## config.mk

```make
export PLATFORM = sky130hd
export DESIGN_NAME = regfile_wb_arbiter_flat
export DESIGN_NICKNAME = d
export VERILOG_FILES = /design/src/rtl/rf_ctrl_pkg.sv /design/src/rtl/regfile_wb_arbiter_if.sv /design/src/rtl/rr_arbiter.sv /design/src/rtl/regfile_wb_arbiter.sv /design/src/flat_wrapper.sv
export SDC_FILE = /design/constraint.sdc
export NUM_CORES = 1
export LEC_CHECK = 0
export CAP_MARGIN = 10
export CORE_MARGIN = 2
export CORE_UTILIZATION = 42
export CTS_BUF_LIST = sky130_fd_sc_hd__clkbuf_8 sky130_fd_sc_hd__clkbuf_16
export DETAILED_ROUTE_END_ITERATION = 12
export PLACE_DENSITY = 0.88
export SYNTH_ARGS = -nofsm -noshare
export SYNTH_HDL_FRONTEND = slang
export SYNTH_HIERARCHICAL = 1
export SYNTH_SLANG_ARGS = --single-unit
export TNS_END_PERCENT = 10
```

## constraint.sdc

```tcl
create_clock -name clk -period 3.8 [get_ports clk]
set_input_delay 0.38 -clock clk [delete_from_list [all_inputs] [get_ports clk]]
set_output_delay 0.38 -clock clk [all_outputs]
set_load 0.02 [all_outputs]
```

## src/rtl/rf_ctrl_pkg.sv

```systemverilog
// ============================================================================
//  Package    : rf_ctrl_pkg
//  Description: Shared widths and the writeback request record for the
//               register-file writeback arbiter.
//  Revision   : 1.0
// ============================================================================
`default_nettype none
`timescale 1ns/1ps

package rf_ctrl_pkg;
    localparam int XLEN   = 32;
    localparam int REG_AW = 5;
    localparam int NREG   = 32;

    typedef struct packed {
        logic [REG_AW-1:0] rd;
        logic [XLEN-1:0]   data;
    } wb_req_t;
endpackage

`default_nettype wire

```

## src/rtl/regfile_wb_arbiter_if.sv

```systemverilog
// ============================================================================
//  Interface  : regfile_wb_arbiter_if
//  Description: Requester, issue and register-file write-port signals.
//               Optional RFWB_FWD_EN adds the decode bypass outputs.
//  Revision   : 1.0
// ============================================================================
`default_nettype none
`timescale 1ns/1ps

interface regfile_wb_arbiter_if #(
    parameter int NREQ = 3
);
    import rf_ctrl_pkg::*;

    logic [NREQ-1:0]             req_valid;
    logic [NREQ-1:0]             req_ready;
    logic [NREQ-1:0][REG_AW-1:0] req_rd;
    logic [NREQ-1:0][XLEN-1:0]   req_data;
    logic                        issue_valid;
    logic [REG_AW-1:0]           issue_rd;
    logic                        issue_ready;
    logic [NREG-1:0]             busy_vec;
    logic                        rf_we;
    logic [REG_AW-1:0]           rf_ad;
    logic [XLEN-1:0]             rf_wd;
`ifdef RFWB_FWD_EN
    logic                        fwd_valid;
    logic [REG_AW-1:0]           fwd_rd;
    logic [XLEN-1:0]             fwd_data;

    modport master (
        output req_valid, req_rd, req_data, issue_valid, issue_rd,
        input  req_ready, issue_ready, busy_vec, rf_we, rf_ad, rf_wd,
        input  fwd_valid, fwd_rd, fwd_data
    );
    modport slave (
        input  req_valid, req_rd, req_data, issue_valid, issue_rd,
        output req_ready, issue_ready, busy_vec, rf_we, rf_ad, rf_wd,
        output fwd_valid, fwd_rd, fwd_data
    );
`else
    modport master (
        output req_valid, req_rd, req_data, issue_valid, issue_rd,
        input  req_ready, issue_ready, busy_vec, rf_we, rf_ad, rf_wd
    );
    modport slave (
        input  req_valid, req_rd, req_data, issue_valid, issue_rd,
        output req_ready, issue_ready, busy_vec, rf_we, rf_ad, rf_wd
    );
`endif
endinterface

`default_nettype wire

```

## src/rtl/rr_arbiter.sv

```systemverilog
// ============================================================================
//  Module     : rr_arbiter
//  Description: Round-robin arbiter, one-hot grant, pointer moves past winner.
//  Revision   : 1.0
// ============================================================================
`default_nettype none
`timescale 1ns/1ps

module rr_arbiter #(
    parameter int N = 3
) (
    input  logic         clk,
    input  logic         rst,
    input  logic [N-1:0] req_i,
    output logic [N-1:0] gnt_o
);
    localparam int PW = (N > 1) ? $clog2(N) : 1;

    logic [PW-1:0] ptr_q, ptr_d;
    logic [PW:0]   sum;
    logic [PW-1:0] idx;
    logic          found;

    // Scan offsets 0..N-1 from the pointer, wrapping modulo N.
    always_comb begin
        gnt_o = '0;
        ptr_d = ptr_q;
        found = 1'b0;
        sum   = '0;
        idx   = '0;
        for (int k = 0; k < N; k++) begin
            sum = {1'b0, ptr_q} + (PW+1)'(k);
            if (sum >= (PW+1)'(N)) begin
                sum = sum - (PW+1)'(N);
            end
            idx = sum[PW-1:0];
            if (!found && req_i[idx]) begin
                found      = 1'b1;
                gnt_o[idx] = 1'b1;
                ptr_d      = (idx == PW'(N-1)) ? '0 : idx + PW'(1);
            end
        end
    end

    always_ff @(posedge clk or posedge rst) begin
        if (rst) begin
            ptr_q <= '0;
        end else begin
            ptr_q <= ptr_d;
        end
    end
endmodule

`default_nettype wire

```

## src/rtl/regfile_wb_arbiter.sv

```systemverilog
// ============================================================================
//  Module     : regfile_wb_arbiter
//  Description: Round-robin share of the register-file write port with a
//               busy scoreboard. Option macro: RFWB_FWD_EN (bypass outputs).
//  Revision   : 1.0
// ============================================================================
`default_nettype none
`timescale 1ns/1ps

module regfile_wb_arbiter #(
    parameter int NREQ = 3
) (
    input  logic                  clk,
    input  logic                  rst,
    regfile_wb_arbiter_if.slave   bus
);
    import rf_ctrl_pkg::*;

    logic [NREQ-1:0]   gnt;
    wb_req_t           win;
    logic              wr_now;
    logic              issue_ok;
    logic              rf_we_q;
    logic [REG_AW-1:0] rf_ad_q;
    logic [XLEN-1:0]   rf_wd_q;
    logic [NREG-1:0]   busy_q, busy_d;

    rr_arbiter #(.N(NREQ)) u_arb (
        .clk   (clk),
        .rst   (rst),
        .req_i (bus.req_valid),
        .gnt_o (gnt)
    );

    assign bus.req_ready = gnt;

    always_comb begin
        win = '0;
        for (int i = 0; i < NREQ; i++) begin
            if (gnt[i]) begin
                win.rd   = bus.req_rd[i];
                win.data = bus.req_data[i];
            end
        end
    end

    // x0 writes are accepted but never reach the port.
    assign wr_now   = (|gnt) && (win.rd != '0);
    assign issue_ok = !((bus.issue_rd != '0) && busy_q[bus.issue_rd]);

    // Clear first so a same-edge set on the same register wins.
    always_comb begin
        busy_d = busy_q;
        if (rf_we_q) begin
            busy_d[rf_ad_q] = 1'b0;
        end
        if (bus.issue_valid && issue_ok && (bus.issue_rd != '0)) begin
            busy_d[bus.issue_rd] = 1'b1;
        end
        busy_d[0] = 1'b0;
    end

    always_ff @(posedge clk or posedge rst) begin
        if (rst) begin
            rf_we_q <= 1'b0;
            rf_ad_q <= '0;
            rf_wd_q <= '0;
            busy_q  <= '0;
        end else begin
            rf_we_q <= wr_now;
            if (wr_now) begin
                rf_ad_q <= win.rd;
                rf_wd_q <= win.data;
            end
            busy_q <= busy_d;
        end
    end

    assign bus.issue_ready = issue_ok;
    assign bus.rf_we       = rf_we_q;
    assign bus.rf_ad       = rf_ad_q;
    assign bus.rf_wd       = rf_wd_q;

`ifdef RFWB_FWD_EN
    assign bus.fwd_valid = rf_we_q;
    assign bus.fwd_rd    = rf_ad_q;
    assign bus.fwd_data  = rf_wd_q;
    assign bus.busy_vec  = busy_q & ~(rf_we_q ? (NREG'(1) << rf_ad_q) : '0);
`else
    assign bus.busy_vec  = busy_q;
`endif
endmodule

`default_nettype wire

```

## src/flat_wrapper.sv

```systemverilog
// flat-port wrapper written by rule: the top's interface ports become plain ports
module regfile_wb_arbiter_flat import rf_ctrl_pkg::*;
#(
    parameter int NREQ = 3
)
  (clk, rst, bus_req_valid, bus_req_rd, bus_req_data, bus_issue_valid, bus_issue_rd, bus_req_ready, bus_issue_ready, bus_busy_vec, bus_rf_we, bus_rf_ad, bus_rf_wd);
  regfile_wb_arbiter_if #(.NREQ(NREQ)) bus_i ();
  input  logic clk;
  input  logic rst;
  input wire logic [$bits(bus_i.req_valid)-1:0] bus_req_valid;
  input wire logic [$bits(bus_i.req_rd)-1:0] bus_req_rd;
  input wire logic [$bits(bus_i.req_data)-1:0] bus_req_data;
  input wire logic [$bits(bus_i.issue_valid)-1:0] bus_issue_valid;
  input wire logic [$bits(bus_i.issue_rd)-1:0] bus_issue_rd;
  output wire logic [$bits(bus_i.req_ready)-1:0] bus_req_ready;
  output wire logic [$bits(bus_i.issue_ready)-1:0] bus_issue_ready;
  output wire logic [$bits(bus_i.busy_vec)-1:0] bus_busy_vec;
  output wire logic [$bits(bus_i.rf_we)-1:0] bus_rf_we;
  output wire logic [$bits(bus_i.rf_ad)-1:0] bus_rf_ad;
  output wire logic [$bits(bus_i.rf_wd)-1:0] bus_rf_wd;
  assign bus_i.req_valid = bus_req_valid;
  assign bus_i.req_rd = bus_req_rd;
  assign bus_i.req_data = bus_req_data;
  assign bus_i.issue_valid = bus_issue_valid;
  assign bus_i.issue_rd = bus_issue_rd;
  assign bus_req_ready = bus_i.req_ready;
  assign bus_issue_ready = bus_i.issue_ready;
  assign bus_busy_vec = bus_i.busy_vec;
  assign bus_rf_we = bus_i.rf_we;
  assign bus_rf_ad = bus_i.rf_ad;
  assign bus_rf_wd = bus_i.rf_wd;
  regfile_wb_arbiter #(.NREQ(NREQ)) u_core (.clk(clk), .rst(rst), .bus(bus_i));
endmodule
```

==> results of run 1 <==
[flip-flops by register name (all words and copies together) (netlist names)]
register / cells
u_core/u_arb/ptr_q: 2
u_core/bus.rf_wd: 32
u_core/bus.rf_ad: 5
u_core/bus.busy_vec: 31
u_core/bus.rf_we: 1
[synth_stat cells (2+ instances only)]
cell	number
sky130_fd_sc_hd__o21ai_0	96
sky130_fd_sc_hd__dfrtp_1	71
sky130_fd_sc_hd__nand2_1	43
sky130_fd_sc_hd__a22oi_1	32
sky130_fd_sc_hd__mux2_2	19
sky130_fd_sc_hd__a21oi_1	15
sky130_fd_sc_hd__clkbuf_1	15
sky130_fd_sc_hd__mux2_4	14
sky130_fd_sc_hd__inv_1	12
sky130_fd_sc_hd__nand3_1	11
sky130_fd_sc_hd__nand3b_1	9
sky130_fd_sc_hd__mux2i_1	8
sky130_fd_sc_hd__nor2_1	8
sky130_fd_sc_hd__nor2b_1	7
sky130_fd_sc_hd__buf_2	5
sky130_fd_sc_hd__mux4_2	5
sky130_fd_sc_hd__o21bai_1	5
sky130_fd_sc_hd__or3_1	5
sky130_fd_sc_hd__buf_4	4
sky130_fd_sc_hd__buf_6	4
sky130_fd_sc_hd__ha_1	4
sky130_fd_sc_hd__o21ai_1	3
sky130_fd_sc_hd__o22ai_1	3
sky130_fd_sc_hd__a2111oi_2	2
sky130_fd_sc_hd__mux2i_2	2
sky130_fd_sc_hd__nand2b_1	2
sky130_fd_sc_hd__o31ai_1	2
sky130_fd_sc_hd__or2_1	2
sky130_fd_sc_hd__or3b_1	2
sky130_fd_sc_hd__or3b_2	2
[per-layer routing]
layer	GRT usage, %	vias up	wire [um]
li1	-	1921	-
met1	29.5	1977	4860
met2	41.6	267	6630
met3	6.79	32	1460
met4	9.82	0	297
met5	0	-	0
[cells by family (layout without fill, tap and decap cells)]
group / count (synthesis) / count (layout) / share of synthesized area, %
simple gates: 97 / 97 / 12.2
fa+ha+maj: 4 / 4 / 1.21
compound gates: 163 / 163 / 23.3
other cells: 1 / 1 / 0.0904
mux: 48 / 48 / 15.5
flops: 71 / 71 / 42.8
buf+inv: 40 / 229 / 4.85
[worst max-delay path, cell delays in order (launching register included)]
cell                       delay [ns]
sky130_fd_sc_hd__dfrtp_1         0.44
sky130_fd_sc_hd__inv_1           0.09
sky130_fd_sc_hd__ha_1            0.52
sky130_fd_sc_hd__nand3b_1        0.17
sky130_fd_sc_hd__o21ai_1         0.24
sky130_fd_sc_hd__a21oi_1         0.16
sky130_fd_sc_hd__a21oi_2         0.34
sky130_fd_sc_hd__nor2b_2         0.24
sky130_fd_sc_hd__a221o_1         0.16
sky130_fd_sc_hd__o21ai_1         0.09
sky130_fd_sc_hd__nand2_2         0.12
sky130_fd_sc_hd__buf_4           0.45
sky130_fd_sc_hd__mux2_2          0.40
[metrics by stage]
stage	setup slack, ns	cell area (um2)	power [W]
floorplan	0.324	4150	0.00415
global placement	0.338	6180	0.00538
detailed placement	0.136	6180	0.00557
CTS	0.146	6370	0.00613
global route	0.0176	6370	0.00658
finish	0.225	6370	0.00616
[worst min-delay path by stage]
stage                               from                     to  slack (ns)
floorplan                            rst  u_core/u_arb/ptr_q[0]        0.12
global placement     u_core/bus.rf_wd[7]    u_core/bus.rf_wd[7]        0.49
detailed placement  u_core/bus.rf_wd[21]   u_core/bus.rf_wd[21]        0.50
CTS                                  rst  u_core/u_arb/ptr_q[1]        0.22
global route                         rst  u_core/u_arb/ptr_q[1]        0.24
finish                               rst  u_core/u_arb/ptr_q[1]        0.23
[power breakdown]
group	switching, W	internal [W]
clock	0.000300	0.000257
sequential	0.000282	0.00115
combinational	0.00218	0.00200
[what timing repair did]
action / 4_1_cts / 5_1_grt
gates resized for setup: 0 / 1
endpoints found under the hold margin: 0 / 0
endpoints found under the setup margin: 0 / 32
[cell type report]
class	instances	area share [%]
multi-input combinational	313	34.6
timing repair buffer	201	31.3
sequential	71	27.9
tap	133	2.61
clock buffer	10	2.16
clock inverter	6	0.707
inverter	12	0.707
==> impl_metrics.yaml, run 1 <==
outcome:
  status: "complete, no violations"
routing:
  detailedRoute.firstPassIterationCount: 7
  detailedRoute.firstIterationViolations: 257
  vias: 4197
  detail-route-antenna-nets: 0
  route.detailed.wl_per_inst_um: 17.8
  drc: 0
  total_wire_length_um: 13200
  drt-vias-per-instance: 5.63
setup_path:
  first_element_of_the_critical_path: "u_core/u_arb/ptr_q[0]"
  worstReg2RegEnd: "u_core/bus.rf_wd[18]"
  timing_worst_setup_path_type: "flip-flop to flip-flop"
  r2r-start: "u_core/u_arb/ptr_q[0]"
  worst-path-max-fanout: 32
  critical_path.endpoint_type: "flip-flop"
  r2r_cells: 12
  startpoint_type: "flip-flop"
  crit_required_ns: 4.02
  r2r_setup_slack_ns: 0.22
  endpoint: "u_core/bus.rf_wd[18]"
  worst-endpoint-arrival_ns: 3.79
floorplanning:
  core_region_area_mm2: 0.00968
  placementRows: 36
  floorplan.die.height_um: 103
  floorplan.io_pins: 196
  floorplan.die_area_mm2: 0.0107
  initial_core_util_pct: 42.8
  fp.dieW_um: 103
yosys:
  sequential_to_total_area_share_from_yosys_stat_pct: 42.8
  async_flop_share_pct: 100
  synth_edf_count: 0
  synth.lib_cells_used.distinct: 42
  postSynthAreaPerCell_um2: 9.79
  synthDominantCellAreaShare_pct: 42.8
  synth.net_count: 550
  yosys.area.top_type: "sky130_fd_sc_hd__dfrtp_1"
  netlist_area_mm2: 0.00415
  largest_cells_by_area_after_synthesis: "sky130_fd_sc_hd__dfrtp_1 43%, sky130_fd_sc_hd__o21ai_0 12%, sky130_fd_sc_hd__a22oi_1 5.8%"
  synth_ff_type: "sky130_fd_sc_hd__dfrtp_1"
  yosys_register_bits: 71
  ys.warnings.count: 6
  synth_cells: 424
timing:
  achievable-frequency_mhz: 280
  report.final.slew_viol_count: 0
  totalNegativeSetupSlack_ns: 0
  rsz_0062_raised_after_global_routing: "false"
  post-route-period-util_pct: 94.1
  hold_viol: 0
  setup_viol_count_final: 0
  timing_worst_slew_pin_value_ns: 1.06
  period_needed_ns: 3.58
  max-slew-margin-rel_pct: 29.5
  hold_ws_ns: 0.226
  worst_clock_skew_ns: 0.0127
power:
  vdd_ir_drop_max_v: 0.000482
  power-per-cell-area_mw_per_mm2: 967
  total_leakage_power_nw: 2.54
clocking:
  post-cts-setup-buffer-count: 0
  cts.root.buffer_cell: "sky130_fd_sc_hd__clkbuf_8"
  clock-sinks: 71
  worst_setup_hold_path_clk_slew_ns: 0.09
  ctsLongestPathBuffers: 2
  clock_latency_on_the_worst_skew_pair_ns: 0.34
  cts.htree.levels: 3
  numCtsBuffers: 9
  clock_tree_from_tritoncts: "done"
  ctsHoldBuffers: 0
global_routing:
  grt_pass1_wl_um: 20300
  grt_antenna_before_repair: 0
  grt_util_all_layers_pct: 24.5
  vias_in_the_first_global_route: 4207
  maximum_number_of_pins_on_one_net_before_global_route_repair: 65
  congestion_overflow_gr: 0
finish:
  instances_no_fill: 746
  filler_cell_count: 752
  finish.utilization_pct: 65.8
  layout_common_cells: "194 x sky130_fd_sc_hd__clkdlybuf4s50_1, 96 x sky130_fd_sc_hd__o21ai_0, 71 x sky130_fd_sc_hd__dfrtp_1, 42 x sky130_fd_sc_hd__nand2_1, 32 x sky130_fd_sc_hd__a22oi_1"
  most_common_library_cell_in_the_layout_ignoring_fill_and_taps: "sky130_fd_sc_hd__clkdlybuf4s50_1"
  area_delta_synth_final_pct: 53.5
  layout-drive-gt1-share_pct: 12.6
  nets: 734
  multi_input_comb_area_mm2: 0.00220
  n_antenna_cell: 0
  seq_area_mm2: 0.00178
placement:
  place.gp.congestion: 0.925
  number_of_placed_cells_counting_well_taps: 730
  io_buffers: 194
  dp_hpwl_um: 10200
run:
  drv.max_cap_violation_count: 0
min_path:
  hp-class: "input port to asynchronous set/reset pin"
Note: power is estimated with default switching activity, not from simulation.
==> run 2: changes to the inputs <==
- CELL_PAD_IN_SITES_DETAIL_PLACEMENT: default -> 0
- CELL_PAD_IN_SITES_GLOBAL_PLACEMENT: default -> 1
- CORE_UTILIZATION: 42 -> 27
- PLACE_DENSITY: 0.88 -> 0.83
- clock period: 3.8 -> 3.1 ns (I/O delays scaled with it)
==> run 2 against run 1 <==
Effect of this change:
- die area up 53%
- final area is 6.0% higher
- sequential cell count stayed put
- global-route usage shrank 8.5 points
- setup slack got worse by 0.092 ns
- register-to-register slack got worse by 0.07 ns
- non-clock buffer count is 18 higher
- highest routed layer unchanged
- via count is 2.8% lower
- combinational power up 30%
- largest power group unchanged
- hold slack worse by 0.029 ns
- clock-buffer cell count is 1 lower
==> impl_metrics.yaml, run 2 (synthesized netlist as in run 1, its figures left out) <==
outcome:
  status: "complete, no violations"
timing:
  worst_clock_skew_ns: 0.00594
  timing_worst_slew_pin_value_ns: 0.627
  rsz_0062_raised_after_global_routing: "true"
  post-route-period-util_pct: 95.7
  hold_ws_ns: 0.196
  worst_slack_ns: 0.133
  max-slew-margin-rel_pct: 58.2
  period_needed_ns: 2.97
  hold_viol: 0
  setup_viol_count_final: 0
  report.final.slew_viol_count: 0
  achievable-frequency_mhz: 337
finish:
  nets: 752
  n_antenna_cell: 0
  finish.utilization_pct: 44.8
  layout_common_cells: "192 x sky130_fd_sc_hd__clkdlybuf4s50_1, 96 x sky130_fd_sc_hd__o21ai_0, 71 x sky130_fd_sc_hd__dfrtp_1, 42 x sky130_fd_sc_hd__nand2_1, 32 x sky130_fd_sc_hd__a22oi_1"
  most_common_library_cell_in_the_layout_ignoring_fill_and_taps: "sky130_fd_sc_hd__clkdlybuf4s50_1"
  layout-drive-gt1-share_pct: 16.3
  area_delta_synth_final_pct: 62.8
  filler_cell_count: 1437
  largest_register_ff_count: 32
routing:
  drt-vias-per-instance: 4.98
  route.detailed.wl_per_inst_um: 16.1
  drc: 0
  total_wire_length_um: 13200
  detail-route-antenna-nets: 0
  vias: 4078
  detailedRoute.firstIterationViolations: 217
  detailedRoute.firstPassIterationCount: 4
setup_path:
  worst-endpoint-arrival_ns: 2.66
  critical_path.endpoint_type: "primary output"
  crit_required_ns: 2.79
  worst-path-max-fanout: 8
  startpoint_type: "flip-flop"
  timing_worst_setup_path_type: "flip-flop to primary output"
global_routing:
  groute.layer.met3.usage_pct: 5.13
  grt_most_used_layer: "met2"
  grt_util_all_layers_pct: 16.0
  vias_in_the_first_global_route: 4194
  grt_antenna_before_repair: 0
  congestion_overflow_gr: 0
  grt_met1_usage_pct: 19.4
  grt_use_met2_pct: 27.5
  grt_pass1_wl_um: 21000
  maximum_number_of_pins_on_one_net_before_global_route_repair: 61
power:
  switching_power_w: 0.00344
  power-per-cell-area_mw_per_mm2: 1210
  internal_power_consumption_w: 0.00475
  seq_power_share_pct: 21.4
  combPwrFrac_pct: 66.2
  net_switching_fraction_of_the_power_pct: 42.0
  total_leakage_power_nw: 2.71
  clock_power_share_pct: 12.4
  vdd_ir_drop_max_v: 0.000520
  power.total_w: 0.00819
clocking:
  ctsHoldBuffers: 0
  numCtsBuffers: 9
  clock_latency_on_the_worst_skew_pair_ns: 0.33
  clock_tree_from_tritoncts: "done"
  ctsLongestPathBuffers: 2
  worst_setup_hold_path_clk_slew_ns: 0.05
  clock-sinks: 71
  cts.root.buffer_cell: "sky130_fd_sc_hd__clkbuf_16"
  cts.htree.levels: 3
placement:
  io_buffers: 194
  dp_hpwl_um: 10500
  place.gp.congestion: 0.807
  pre_cts_ws_ns: -0.0793
floorplanning:
  floorplan.io_pins: 196
  floorplan.die_area_mm2: 0.0164
  initial_core_util_pct: 27.5
  core_region_area_mm2: 0.0151
  fp.dieW_um: 128
  placementRows: 45
  floorplan.die.height_um: 128
min_path:
  hp-class: "input port to asynchronous set/reset pin"
run:
  drv.max_cap_violation_count: 0
-- run 2: final timing paths --
kind | start | end | slack, ns | cells past startpoint
worst min-delay path | rst | u_core/u_arb/ptr_q[1] | 0.20 | 2
worst min register to register | u_core/bus.rf_wd[18] | u_core/bus.rf_wd[18] | 0.50 | 1
max in group asynchronous | rst | u_core/bus.rf_ad[1] | 2.02 | 3
min in group clk | u_core/bus.rf_wd[18] | u_core/bus.rf_wd[18] | 0.50 | 1
worst max-delay path | u_core/u_arb/ptr_q[0] | bus_req_ready[0] | 0.13 | 7
worst max register to register | u_core/u_arb/ptr_q[0] | u_core/bus.rf_wd[21] | 0.15 | 12
-- run 2: stage by stage --
step / TNS [ns] / std cells / cell area [um2]
final: 0 / 819 / 6750
after floorplan: 0 / 424 / 4170
after detailed placement: -1.19 / 800 / 6390
after global routing: -0.293 / 819 / 6750
after global placement: 0 / 800 / 6390
after CTS: 0 / 818 / 6710
-- run 2: power by group through the flow --
stage	registers, W	logic (W)	clock network (W)
after global routing	0.00182	0.00590	0.00110
after global placement	0.00175	0.00522	0
after floorplan	0.00218	0.00294	0
after CTS	0.00176	0.00540	0.00105
final	0.00175	0.00542	0.00102
after detailed placement	0.00176	0.00536	0
-- run 2: critical path, cell delays in order (launching register included) --
cell and delay (ns):
sky130_fd_sc_hd__dfrtp_1 0.42, sky130_fd_sc_hd__inv_1 0.10, sky130_fd_sc_hd__ha_2 0.33, sky130_fd_sc_hd__buf_4 0.18
sky130_fd_sc_hd__o21ai_2 0.20, sky130_fd_sc_hd__nand4b_1 0.18, sky130_fd_sc_hd__a21oi_4 0.27, sky130_fd_sc_hd__clkdlybuf4s50_1 0.65
-- run 2: metal layers --
layer / vias to the layer above / share of wire, %
met5: - / 0
met1: 1933 / 42
met2: 173 / 48
met3: 17 / 8.6
met4: 0 / 1.6
li1: 1955 / -
-- run 2: what timing repair did --
item,CTS,global route
endpoints found under the hold margin,0,0
resized for setup,2,10
pin swaps,1,1
setup buffers,2,1
endpoints found under the setup margin,13,34
-- run 2: final cells by class --
class | instances | area, um2 | share of cell area [%]
timing repair buffer | 219 | 2160 | 31.9
tap | 188 | 235 | 3.48
inverter | 12 | 45.0 | 0.667
sequential | 71 | 1780 | 26.3
multi-input combinational | 313 | 2240 | 33.2
clock buffer | 9 | 225 | 3.34
clock inverter | 7 | 72.6 | 1.07
==> run 3: changes to the inputs <==
- CORE_ASPECT_RATIO: default -> 0.7
==> run 3 against run 2 <==
Effect of this change:
- critical path depth rose by 5
- highest routed layer unchanged
- via count is 1.5% lower
- largest cell class unchanged
- sequential power is essentially flat
==> impl_metrics.yaml, run 3 (synthesized netlist as in run 1, its figures left out) <==
outcome:
  status: "complete, no violations"
global_routing:
  congestion_overflow_gr: 0
  grt_util_all_layers_pct: 16.9
  vias_in_the_first_global_route: 4134
  grt_met1_usage_pct: 21.9
  grt_most_used_layer: "met2"
  grt_antenna_before_repair: 0
  grt_pass1_wl_um: 21800
  maximum_number_of_pins_on_one_net_before_global_route_repair: 65
  groute.layer.met3.usage_pct: 5.15
  grt_use_met2_pct: 27.4
clocking:
  cts.root.buffer_cell: "sky130_fd_sc_hd__clkbuf_16"
  clock-sinks: 71
  cts.htree.levels: 3
  clock_tree_from_tritoncts: "done"
  worst_setup_hold_path_clk_slew_ns: 0.05
  ctsHoldBuffers: 0
  clock_latency_on_the_worst_skew_pair_ns: 0.33
  numCtsBuffers: 9
  ctsLongestPathBuffers: 2
placement:
  place.gp.congestion: 0.878
  dp_hpwl_um: 10900
  number_of_placed_cells_counting_well_taps: 801
  io_buffers: 194
  pre_cts_ws_ns: -0.0155
finish:
  nets: 745
  n_antenna_cell: 0
  instances_no_fill: 817
  finish.utilization_pct: 45.3
  layout_common_cells: "192 x sky130_fd_sc_hd__clkdlybuf4s50_1, 96 x sky130_fd_sc_hd__o21ai_0, 71 x sky130_fd_sc_hd__dfrtp_1, 42 x sky130_fd_sc_hd__nand2_1, 32 x sky130_fd_sc_hd__a22oi_1"
  most_common_library_cell_in_the_layout_ignoring_fill_and_taps: "sky130_fd_sc_hd__clkdlybuf4s50_1"
  layout-drive-gt1-share_pct: 15.3
  largest_register_ff_count: 32
  area_delta_synth_final_pct: 62.3
timing:
  achievable-frequency_mhz: 332
  hold_ws_ns: 0.202
  setup_viol_count_final: 0
  hold_viol: 0
  max-slew-margin-rel_pct: 52.5
  timing_worst_slew_pin_value_ns: 0.712
  totalNegativeSetupSlack_ns: 0
  period_needed_ns: 3.01
  worst_slack_ns: 0.0877
  worst_clock_skew_ns: 0.00633
  report.final.slew_viol_count: 0
  post-route-period-util_pct: 97.2
routing:
  detail-route-antenna-nets: 0
  detailedRoute.firstPassIterationCount: 4
  detailedRoute.firstIterationViolations: 218
  route.detailed.wl_per_inst_um: 17.1
  drt-vias-per-instance: 4.92
  vias: 4017
  drc: 0
  total_wire_length_um: 14000
setup_path:
  r2r_cells: 12
  r2r_setup_slack_ns: 0.09
  worstReg2RegEnd: "u_core/bus.rf_wd[0]"
  worst-endpoint-arrival_ns: 3.22
  crit_required_ns: 3.31
  worst-path-max-fanout: 27
  timing_worst_setup_path_type: "flip-flop to flip-flop"
  r2r-start: "u_core/u_arb/ptr_q[1]"
  critical_path.endpoint_type: "flip-flop"
  startpoint_type: "flip-flop"
floorplanning:
  initial_core_util_pct: 27.9
  floorplan.die.height_um: 108
  placementRows: 37
  fp.dieW_um: 152
  floorplan.die_area_mm2: 0.0164
  core_region_area_mm2: 0.0149
  floorplan.io_pins: 196
run:
  drv.max_cap_violation_count: 0
min_path:
  hp-class: "input port to asynchronous set/reset pin"
power:
  total_leakage_power_nw: 2.66
  vdd_ir_drop_max_v: 0.000453
  power-per-cell-area_mw_per_mm2: 1220
run 3: changes by cell type in the layout (fill, tap and decap cells not counted), sizes merged:
cell / change
clkbuf: +1
clkinvlp: -1
o21ai: +1
inv: -1
dlymetal6s2s: -1
clkinv: -1
buf: -8
dlygate4sd2: +1
run 3: layer usage:
metal / part of all wire (%) / wire length, um
met1: 44 / 6100
met2: 47 / 6590
met3: 8.1 / 1130
met4: 1.1 / 153
met5: 0 / 0
run 3: how the worst max path moves through the flow:
stage / endpoint / startpoint / slack [ns] / depth (start not counted)
finish: u_core/bus.rf_wd[0] / u_core/u_arb/ptr_q[1] / 0.09 / 12
global route: u_core/bus.rf_wd[0] / u_core/u_arb/ptr_q[1] / -0.07 / 12
CTS: bus_req_ready[1] / u_core/u_arb/ptr_q[1] / 0.06 / 6
detailed placement: bus_issue_ready / bus_issue_rd[0] / -0.02 / 7
global placement: bus_issue_ready / bus_issue_rd[0] / -0.01 / 7
floorplan: u_core/bus.rf_wd[0] / u_core/u_arb/ptr_q[0] / 0.09 / 15
run 3: report_power, final:
group / total, W / internal (W) / leakage (nW) / switching, W
combinational: 0.00545 / 0.00268 / 1.65 / 0.00277
clock: 0.000994 / 0.000632 / 0.140 / 0.000362
sequential: 0.00175 / 0.00141 / 0.870 / 0.000335
total: 0.00819 / 0.00472 / 2.66 / 0.00347
run 3: worst max-delay path: stages (launching register included):
cell and delay, ns:
sky130_fd_sc_hd__dfrtp_1 0.41, sky130_fd_sc_hd__inv_1 0.12, sky130_fd_sc_hd__ha_4 0.21, sky130_fd_sc_hd__mux2i_2 0.18, sky130_fd_sc_hd__o21ai_4 0.37, sky130_fd_sc_hd__nor2b_2 0.30
sky130_fd_sc_hd__a21oi_4 0.07, sky130_fd_sc_hd__nor2b_2 0.16, sky130_fd_sc_hd__a221o_1 0.31, sky130_fd_sc_hd__o21ai_1 0.12, sky130_fd_sc_hd__nand2_2 0.12, sky130_fd_sc_hd__buf_12 0.19
sky130_fd_sc_hd__mux2_4 0.31
run 3: final cells by class:
cell class	instances	area [um2]
sequential	71	1780
multi-input combinational	314	2280
clock inverter	4	47.5
inverter	12	45.0
timing repair buffer	211	2100
clock buffer	10	239
tap	195	244
fill	1400	8130
run 3: what timing repair did:
item,CTS,global route
pin swaps,0,3
endpoints found under the hold margin,0,0
cloned,0,1
setup buffers,0,1
resized for setup,4,11
endpoints found under the setup margin,16,34
run 3: stage by stage:
step | power [W] | cell area, um2
floorplan | 0.00512 | 4170
detailed placement | 0.00704 | 6360
CTS | 0.00808 | 6650
global placement | 0.00689 | 6360
global route | 0.00878 | 6730
finish | 0.00819 | 6730
